==> src/rtl/wb_rr_arbiter.sv <==
// Two-master / one-slave Wishbone arbiter: round-robin grant between m0 and m1,
// with a watchdog that turns a stalled slave transfer into an error on the owner.
module wb_rr_arbiter #(
  parameter int ADDR_WIDTH     = 32,
  parameter int DATA_WIDTH     = 32,
  parameter int TIMEOUT_CYCLES = 255
) (
  input  logic                    clk_i,
  input  logic                    rst_i,
  input  logic [ADDR_WIDTH-1:0]   m0_adr_i,
  input  logic [DATA_WIDTH-1:0]   m0_dat_i,
  input  logic                    m0_we_i,
  input  logic [DATA_WIDTH/8-1:0] m0_sel_i,
  input  logic                    m0_stb_i,
  input  logic                    m0_cyc_i,
  output logic [DATA_WIDTH-1:0]   m0_dat_o,
  output logic                    m0_ack_o,
  output logic                    m0_err_o,
  input  logic [ADDR_WIDTH-1:0]   m1_adr_i,
  input  logic [DATA_WIDTH-1:0]   m1_dat_i,
  input  logic                    m1_we_i,
  input  logic [DATA_WIDTH/8-1:0] m1_sel_i,
  input  logic                    m1_stb_i,
  input  logic                    m1_cyc_i,
  output logic [DATA_WIDTH-1:0]   m1_dat_o,
  output logic                    m1_ack_o,
  output logic                    m1_err_o,
  output logic [ADDR_WIDTH-1:0]   s_adr_o,
  output logic [DATA_WIDTH-1:0]   s_dat_o,
  output logic                    s_we_o,
  output logic [DATA_WIDTH/8-1:0] s_sel_o,
  output logic                    s_stb_o,
  output logic                    s_cyc_o,
  input  logic [DATA_WIDTH-1:0]   s_dat_i,
  input  logic                    s_ack_i,
  input  logic                    s_err_i,
  output logic [1:0]              grant_o,
  output logic                    timeout_o
);

  localparam int SW = DATA_WIDTH / 8;
  localparam int CW = (TIMEOUT_CYCLES > 0) ? $clog2(TIMEOUT_CYCLES + 1) : 1;
  localparam logic [CW-1:0] TO_LAST = (TIMEOUT_CYCLES > 0) ? CW'(TIMEOUT_CYCLES - 1) : '0;
  localparam logic [CW-1:0] CNT_MAX = '1;

  typedef struct packed {
    logic [ADDR_WIDTH-1:0] adr;
    logic [DATA_WIDTH-1:0] dat;
    logic                  we;
    logic [SW-1:0]         sel;
    logic                  stb;
    logic                  cyc;
  } wb_req_t;

  typedef enum logic [2:0] {IDLE, BUS0, BUS1, ABORT0, ABORT1} state_t;

  state_t          state, state_nxt;
  logic            last, last_nxt;
  logic [CW-1:0]   cnt, cnt_nxt;

  wb_req_t [1:0]   req;
  wb_req_t         sreq;
  logic            own, bus, abort, s_resp, wd_fire;

  assign req[0] = '{adr: m0_adr_i, dat: m0_dat_i, we: m0_we_i, sel: m0_sel_i,
                    stb: m0_stb_i, cyc: m0_cyc_i};
  assign req[1] = '{adr: m1_adr_i, dat: m1_dat_i, we: m1_we_i, sel: m1_sel_i,
                    stb: m1_stb_i, cyc: m1_cyc_i};

  assign bus    = (state == BUS0)   || (state == BUS1);
  assign abort  = (state == ABORT0) || (state == ABORT1);
  assign own    = (state == BUS1)   || (state == ABORT1);
  assign s_resp = s_ack_i | s_err_i;

  // A slave response in the final allowed cycle wins over the abort.
  assign wd_fire = (TIMEOUT_CYCLES != 0) && bus && sreq.stb && !s_resp && (cnt == TO_LAST);

  always_ff @(posedge clk_i or posedge rst_i) begin
    if (rst_i) begin
      state <= IDLE;
      last  <= 1'b1;
      cnt   <= '0;
    end else begin
      state <= state_nxt;
      last  <= last_nxt;
      cnt   <= cnt_nxt;
    end
  end

  always_comb begin
    state_nxt = state;
    last_nxt  = last;
    cnt_nxt   = cnt;
    case (state)
      IDLE: begin
        cnt_nxt = '0;
        if (req[0].cyc && req[1].cyc) state_nxt = last ? BUS0 : BUS1;
        else if (req[0].cyc)          state_nxt = BUS0;
        else if (req[1].cyc)          state_nxt = BUS1;
      end
      BUS0, BUS1: begin
        if (!req[own].cyc) begin
          state_nxt = IDLE;
          last_nxt  = own;
          cnt_nxt   = '0;
        end else if (wd_fire) begin
          state_nxt = own ? ABORT1 : ABORT0;
          cnt_nxt   = '0;
        end else if (s_resp || TIMEOUT_CYCLES == 0) begin
          cnt_nxt = '0;
        end else if (sreq.stb && cnt != CNT_MAX) begin
          cnt_nxt = cnt + CW'(1);
        end
      end
      ABORT0, ABORT1: begin
        cnt_nxt = '0;
        if (req[own].cyc) begin
          state_nxt = own ? BUS1 : BUS0;
        end else begin
          state_nxt = IDLE;
          last_nxt  = own;
        end
      end
      default: begin
        state_nxt = IDLE;
        cnt_nxt   = '0;
      end
    endcase
  end

  // Slave side follows the owner only while in BUSx; IDLE and ABORTx park it at zero.
  assign sreq    = bus ? req[own] : '0;
  assign s_adr_o = sreq.adr;
  assign s_dat_o = sreq.dat;
  assign s_we_o  = sreq.we;
  assign s_sel_o = sreq.sel;
  assign s_stb_o = sreq.stb;
  assign s_cyc_o = sreq.cyc;

  assign grant_o   = {(state == BUS1) || (state == ABORT1), (state == BUS0) || (state == ABORT0)};
  assign timeout_o = abort;

  logic [1:0][DATA_WIDTH-1:0] m_dat;
  logic [1:0]                 m_ack, m_err;

  for (genvar i = 0; i < 2; i++) begin : g_rsp
    logic mine;
    assign mine     = (own == 1'(i)) && (bus || abort);
    assign m_dat[i] = (mine && bus) ? s_dat_i : '0;
    assign m_ack[i] = mine && bus && s_ack_i && !s_err_i;
    assign m_err[i] = mine && (abort || s_err_i);
  end

  assign m0_dat_o = m_dat[0];
  assign m0_ack_o = m_ack[0];
  assign m0_err_o = m_err[0];
  assign m1_dat_o = m_dat[1];
  assign m1_ack_o = m_ack[1];
  assign m1_err_o = m_err[1];

endmodule

==> config.mk <==
export PLATFORM = sky130hd
export DESIGN_NAME = wb_rr_arbiter
export DESIGN_NICKNAME = d
export VERILOG_FILES = /design/src/rtl/wb_rr_arbiter.sv
export SDC_FILE = /design/constraint.sdc
export NUM_CORES = 1
export LEC_CHECK = 0
export ABC_AREA = 1
export CORE_AREA = 2 2 125 127
export DETAILED_ROUTE_END_ITERATION = 8
export DIE_AREA = 0 0 127 129
export HOLD_SLACK_MARGIN = 0.12
export SKIP_CTS_REPAIR_TIMING = 1
export SLEW_MARGIN = 20
export SYNTH_ARGS = -nofsm -noshare
export SYNTH_HDL_FRONTEND = slang
export SYNTH_SLANG_ARGS = --single-unit
==> constraint.sdc <==
create_clock -name clk_i -period 2.35 [get_ports clk_i]
set_clock_uncertainty 0.1 [all_clocks]
set_input_delay 0.47 -clock clk_i [delete_from_list [all_inputs] [get_ports clk_i]]
set_output_delay 0.47 -clock clk_i [all_outputs]
set_load 0.03 [all_outputs]
==> impl_metrics.json, run 1 <==
{
  "status": "finished with violations",
  "violations": "negative setup slack",
  "cts_tree": "built",
  "synth-compound-area-share_pct": 18.7,
  "totalWireLength_mm": 14.4,
  "io_pins": 320,
  "dr.pass1.iters": 4,
  "root_buffer": "clkbuf_16",
  "clkSlewWorstSetupHoldPaths_ns": 0.04,
  "whs_path_depth": 2,
  "hp-class": "reg2reg",
  "drt-initial-drc-count": 178,
  "clock_path_buffers": 2,
  "crit_path_start": "state[2]$_DFFE_PP0P_",
  "gp_congestion": 0.797,
  "finalSetupTns_ns": -0.118,
  "drc_errors": 0,
  "setup_viol": 6,
  "rrSetupSlack_ns": 0.48,
  "synth_area_mm2": 0.00221,
  "power_density_mw_per_mm2": 1460,
  "synthMuxAreaShare_pct": 0,
  "grt_usage_pct": 15.1,
  "hpwl_mm": 10.9,
  "synth-seq-cells": 12,
  "antenna_found_initial": 0,
  "p_leak_uw": 0.00284,
  "slew_violations": 0,
  "worst_skew_pair.late_latency_ns": 0.24,
  "synth_nets": 644,
  "num_rows": 45,
  "wl_met3_mm": 1.15,
  "placed_cells": 955,
  "netlist_instances": 464,
  "io_buffers": 319,
  "diodes": 0,
  "min_period_ns": 2.39,
  "synth_area_per_cell_um2": 4.77,
  "maxCapViolCount": 0,
  "wl_met2_mm": 6.88,
  "die_height_um": 129,
  "cts_buffers": 3,
  "synth_warnings": 0,
  "peakVddDrop_mv": 0.438,
  "timing.rr.start": "state[2]$_DFFE_PP0P_",
  "power_uw": 8710,
  "synth-xor-area-share_pct": 1.19,
  "min_to": "last$_DFFE_PP1P_",
  "nets": 967,
  "die_w_um": 127,
  "ys_seq_area_share_pct": 13.6,
  "placed_area_mm2": 0.00553,
  "vias_per_cell": 4.11,
  "avgRoutedWirePerCell_um": 14.8,
  "grt_pass1_wl_mm": 20.0,
  "instances_no_fill": 974,
  "fin_crit_sh_pct": 102,
  "synthAdderAreaFrac_pct": 1.13,
  "topRoutingLayerUsed": "met4",
  "criticalPathCategory": "reg2out",
  "htreeDepth": 1,
  "hold_viol_final": 0,
  "fmax_mhz": 419,
  "core_area_mm2": 0.0150,
  "synth_top_family_by_area": "simple AND/OR/NAND/NOR gates",
  "yosys.area_share.simple_pct": 49.8,
  "die_area_mm2": 0.0164,
  "hp-start": "last$_DFFE_PP1P_",
  "synth.distinct_cells": 24,
  "critPathMaxFanout": 12,
  "endpoint_kind": "output pin",
  "grt_max_degree": 49,
  "fin_hold_ws_ns": 0.400,
  "slew-limit-headroom_pct": 68.9,
  "cp-start-kind": "flop",
  "cts.sinks": 12,
  "ant_nets": 0,
  "setup_ws_ns": -0.0375,
  "rsz0062_at_grt": "yes",
  "fin_area_mm2": 0.00598,
  "reg2regPathDepth": 9,
  "start_util_pct": 14.8,
  "dr_total_vias": 4001,
  "syn_to_final_growth_pct": 170,
  "grt-ovfl-total": 0,
  "worst_pin_slew_ns": 0.466,
  "required_ns": 1.78,
  "r2r_end": "cnt[2]$_DFFE_PP0P_",
  "cp.arrival_ns": 1.82,
  "grt_pass1_vias": 3573,
  "wl_met1_mm": 6.26,
  "layout-drive-gt1-share_pct": 27.6
}
[through the flow]
step                setup WS [ns]  util, %
CTS                        -0.124     37.5
global placement            0.178     36.9
global route               -0.119     39.9
floorplan                  0.0686        -
finish                    -0.0375     39.9
detailed placement          0.162     36.9
[registers in the layout (all words and copies together) (netlist names)]
register  flops
last          1
state         3
cnt           8
[layout make-up]
class / instances / area (um^2)
timing repair buffer: 347 / 3440
inverter: 59 / 226
clock buffer: 4 / 88.8
multi-input combinational: 364 / 1680
sequential: 12 / 305
fill: 1579 / 8990
tap: 188 / 235
[cells in the mapped netlist]
library cell | number | share of area (%)
xor2_1 | 3 | 1.2
buf_4 | 1 | 0.34
nor3_1 | 4 | 0.90
o21ai_2 | 1 | 0.40
o211ai_1 | 1 | 0.34
dfrtp_1 | 11 | 12
o21ai_0 | 71 | 16
nor2_2 | 2 | 0.56
a21oi_1 | 5 | 1.1
nor2_1 | 221 | 37
ha_1 | 2 | 1.1
inv_2 | 4 | 0.68
nand4_1 | 4 | 1.1
clkbuf_1 | 19 | 3.2
o21ai_1 | 2 | 0.45
o21bai_1 | 1 | 0.34
and2_1 | 1 | 0.28
nand3_1 | 15 | 3.4
nand2_1 | 26 | 4.4
buf_2 | 9 | 2.0
nand2_2 | 4 | 1.1
inv_1 | 55 | 9.3
dfstp_2 | 1 | 1.2
nor2_4 | 1 | 0.51
[metal layers]
metal  vias to the layer above  GRT usage [%]
li1                       2072              -
met1                      1731           20.6
met2                       188           25.2
met3                        10           3.33
met4                         0           2.00
met5                         -              0
[critical path: stages (launching register included)]
cell and delay [ns]:
dfrtp_2 0.48, nor2_4 0.12, nor2_2 0.07, nor2_4 0.18, buf_4 0.16, clkbuf_16 0.14, o21ai_0 0.07, nor2_1 0.15
buf_4 0.19
[worst max path at each step]
stage                       end  slack (ns)
finish              s_adr_o[10]       -0.04
global route         s_dat_o[2]       -0.12
CTS                 s_adr_o[29]       -0.12
detailed placement  s_adr_o[29]        0.16
global placement    s_adr_o[29]        0.18
floorplan              m0_ack_o        0.07
[logic make-up after synthesis]
kind of cell,after synthesis
xor gates and xnor gates,3
DFF,12
buffers and inverters,88
AOI/OAI and AO/OA,81
adders and majority gates,2
and+or+nand+nor,278
[placed cells by master, fill, tap and decap left out, types with 8 or more instances in the layout]
cell and instances:
nor2_2 19, nor2_1 200, dfrtp_1 8, o21ai_0 46, nand3_1 14, clkbuf_16 10, buf_4 136, o21ai_1 24
buf_12 19, clkdlybuf4s50_1 178, inv_1 55, nand2_1 25
[where the power goes]
group	leakage (uW)	internal, uW	total, uW	switching [uW]
Combinational	0.00263	3260	8070	4800
Sequential	0.000157	245	295	49.4
Clock	0.0000442	257	348	90.6
Total	0.00284	3760	8710	4940
Power figures use the tool's default switching activity.
==> inputs of run 2 (changes only) <==
Settings changed: HOLD_SLACK_MARGIN 0.12 to not set.
==> results of run 2 <==
No change in the layout: final DEF, timing and power equal those of run 1.
==> inputs of run 3 (changes only) <==
Settings changed: SETUP_SLACK_MARGIN set to 0.02.
==> run 3 against run 2 <==
Effect of this change: the flow still finishes with violations (negative setup slack); sequential power grew 1%; first-iteration DRC count grew 28%; via count grew 0.25%; fmax is essentially flat; register-to-register slack is essentially flat; global-route usage is the same; cell count grew 0.51%; clock-buffer cell count is the same; critical endpoint unchanged; largest power group unchanged.
==> impl_metrics.json, run 3 (same netlist as run 1, synthesis figures left out) <==
{
  "dr_total_vias": 4011,
  "grt_pass1_wl_mm": 20.0,
  "fmax_mhz": 419,
  "seqPwrFrac_pct": 3.4,
  "cts_buffers": 3,
  "min_period_ns": 2.39,
  "io_buffers": 319,
  "hold_viol_final": 0,
  "reg_top3": "cnt (8), state (3), last (1)",
  "fin_crit_sh_pct": 102,
  "regMostFlops": "cnt",
  "required_ns": 1.78,
  "avgRoutedWirePerCell_um": 15.2,
  "io_pins": 320,
  "internal_power_uw": 3900,
  "p_leak_uw": 0.00290,
  "ant_nets": 0,
  "cts.sinks": 12,
  "slew_violations": 0,
  "layout-drive-gt1-share_pct": 27.1,
  "cp.arrival_ns": 1.82,
  "rsz0062_at_grt": "yes",
  "layout_common_cells": "nor2_1, clkdlybuf4s50_1, buf_4",
  "clock_path_buffers": 2,
  "largest_register_ffs": 8,
  "dr.pass1.iters": 4,
  "nets": 972,
  "violations": "negative setup slack",
  "grt-ovfl-total": 0,
  "start_util_pct": 14.8,
  "layout_commonest_cell": "nor2_1",
  "drt-initial-drc-count": 228,
  "cts_tree": "built",
  "clkPwrFrac_pct": 3.9,
  "die_area_mm2": 0.0164,
  "die_height_um": 129,
  "worst_pin_slew_ns": 0.468,
  "p_switching_uw": 5000,
  "grt_pass1_vias": 3573,
  "slew-limit-headroom_pct": 68.8,
  "p_sw_share_pct": 56.2,
  "htreeDepth": 1,
  "vias_per_cell": 4.10,
  "finalSetupTns_ns": -0.140,
  "power_uw": 8890,
  "setup_ws_ns": -0.0383,
  "worst_skew_pair.late_latency_ns": 0.24,
  "totalWireLength_mm": 14.8,
  "syn_to_final_growth_pct": 174,
  "hp-class": "reg2reg",
  "cp-start-kind": "flop",
  "maxCapViolCount": 0,
  "clkSlewWorstSetupHoldPaths_ns": 0.04,
  "endpoint_kind": "output pin",
  "peakVddDrop_mv": 0.441,
  "power_density_mw_per_mm2": 1470,
  "num_rows": 45,
  "pwr-share-comb_pct": 92.7,
  "core_area_mm2": 0.0150,
  "status": "finished with violations",
  "drc_errors": 0,
  "grt_max_degree": 49,
  "critPathMaxFanout": 12,
  "setup_viol": 9,
  "root_buffer": "clkbuf_16",
  "diodes": 0,
  "hpwl_mm": 10.9,
  "die_w_um": 127,
  "criticalPathCategory": "reg2out",
  "grt_usage_pct": 15.1,
  "gp_congestion": 0.797,
  "antenna_found_initial": 0
}
==> run 3: changes by cell type in the layout (fill, tap and decap cells not counted), moves of 2 or more <==
cell,previous run,this run
buf_4,136,138
clkbuf_16,10,13
nor2_1,200,210
nor2_2,19,9
o21ai_0,46,51
o21ai_1,24,18
==> run 3: worst max-delay path: stages, from the launching register on <==
cell	delay, ns
dfrtp_2	0.48
nor2_4	0.13
nor2_2	0.07
nor2_4	0.18
buf_4	0.16
clkbuf_16	0.14
o21ai_0	0.07
nor2_1	0.15
buf_4	0.19
==> run 3: layout make-up <==
class                      count  area [um^2]
fill                        1564         8920
timing repair buffer         352         3540
multi-input combinational    364         1660
sequential                    12          305
tap                          188          235
inverter                      59          231
clock buffer                   4         88.8
==> run 3: final timing paths <==
check,start,endpoint,slack (ns),cells after the start
min,last$_DFFE_PP1P_,last$_DFFE_PP1P_,0.40,2
max,state[2]$_DFFE_PP0P_,s_adr_o[10],-0.04,8
max reg2reg,state[2]$_DFFE_PP0P_,cnt[2]$_DFFE_PP0P_,0.47,9
max in group asynchronous,rst_i,state[2]$_DFFE_PP0P_,1.36,2
min in group asynchronous,rst_i,cnt[2]$_DFFE_PP0P_,0.44,2
min reg2reg,last$_DFFE_PP1P_,last$_DFFE_PP1P_,0.40,2
==> run 3: power by group through the flow <==
stage	combinational, uW	clock [uW]	sequential (uW)
2_1_floorplan	4010	0	264
3_3_place_gp	7290	0	276
3_5_place_dp	7270	0	277
4_1_cts	7310	357	273
5_1_grt	8760	373	305
6_report	8250	347	299
==> run 3: per-stage QoR <==
| stage | utilization, % | setup slack, ns | hold slack [ns] | instance area [um^2] | instances |
|---|---|---|---|---|---|
| 2_1_floorplan | - | 0.0686 | 0.234 | 2210 | 464 |
| 3_3_place_gp | 36.9 | 0.178 | 0.405 | 5530 | 955 |
| 3_5_place_dp | 36.9 | 0.162 | 0.400 | 5530 | 955 |
| 4_1_cts | 37.5 | -0.124 | 0.407 | 5620 | 959 |
| 5_1_grt | 40.5 | -0.122 | 0.443 | 6060 | 979 |
| 6_report | 40.5 | -0.0383 | 0.401 | 6060 | 979 |
==> run 3: layer usage <==
metal,GRT usage [%],vias to the layer above,part of all wire (%)
met2,25.2,169,48
met1,20.6,1754,43
met5,0,-,0
li1,-,2082,-
met4,2.00,0,0.71
met3,3.33,6,8.1
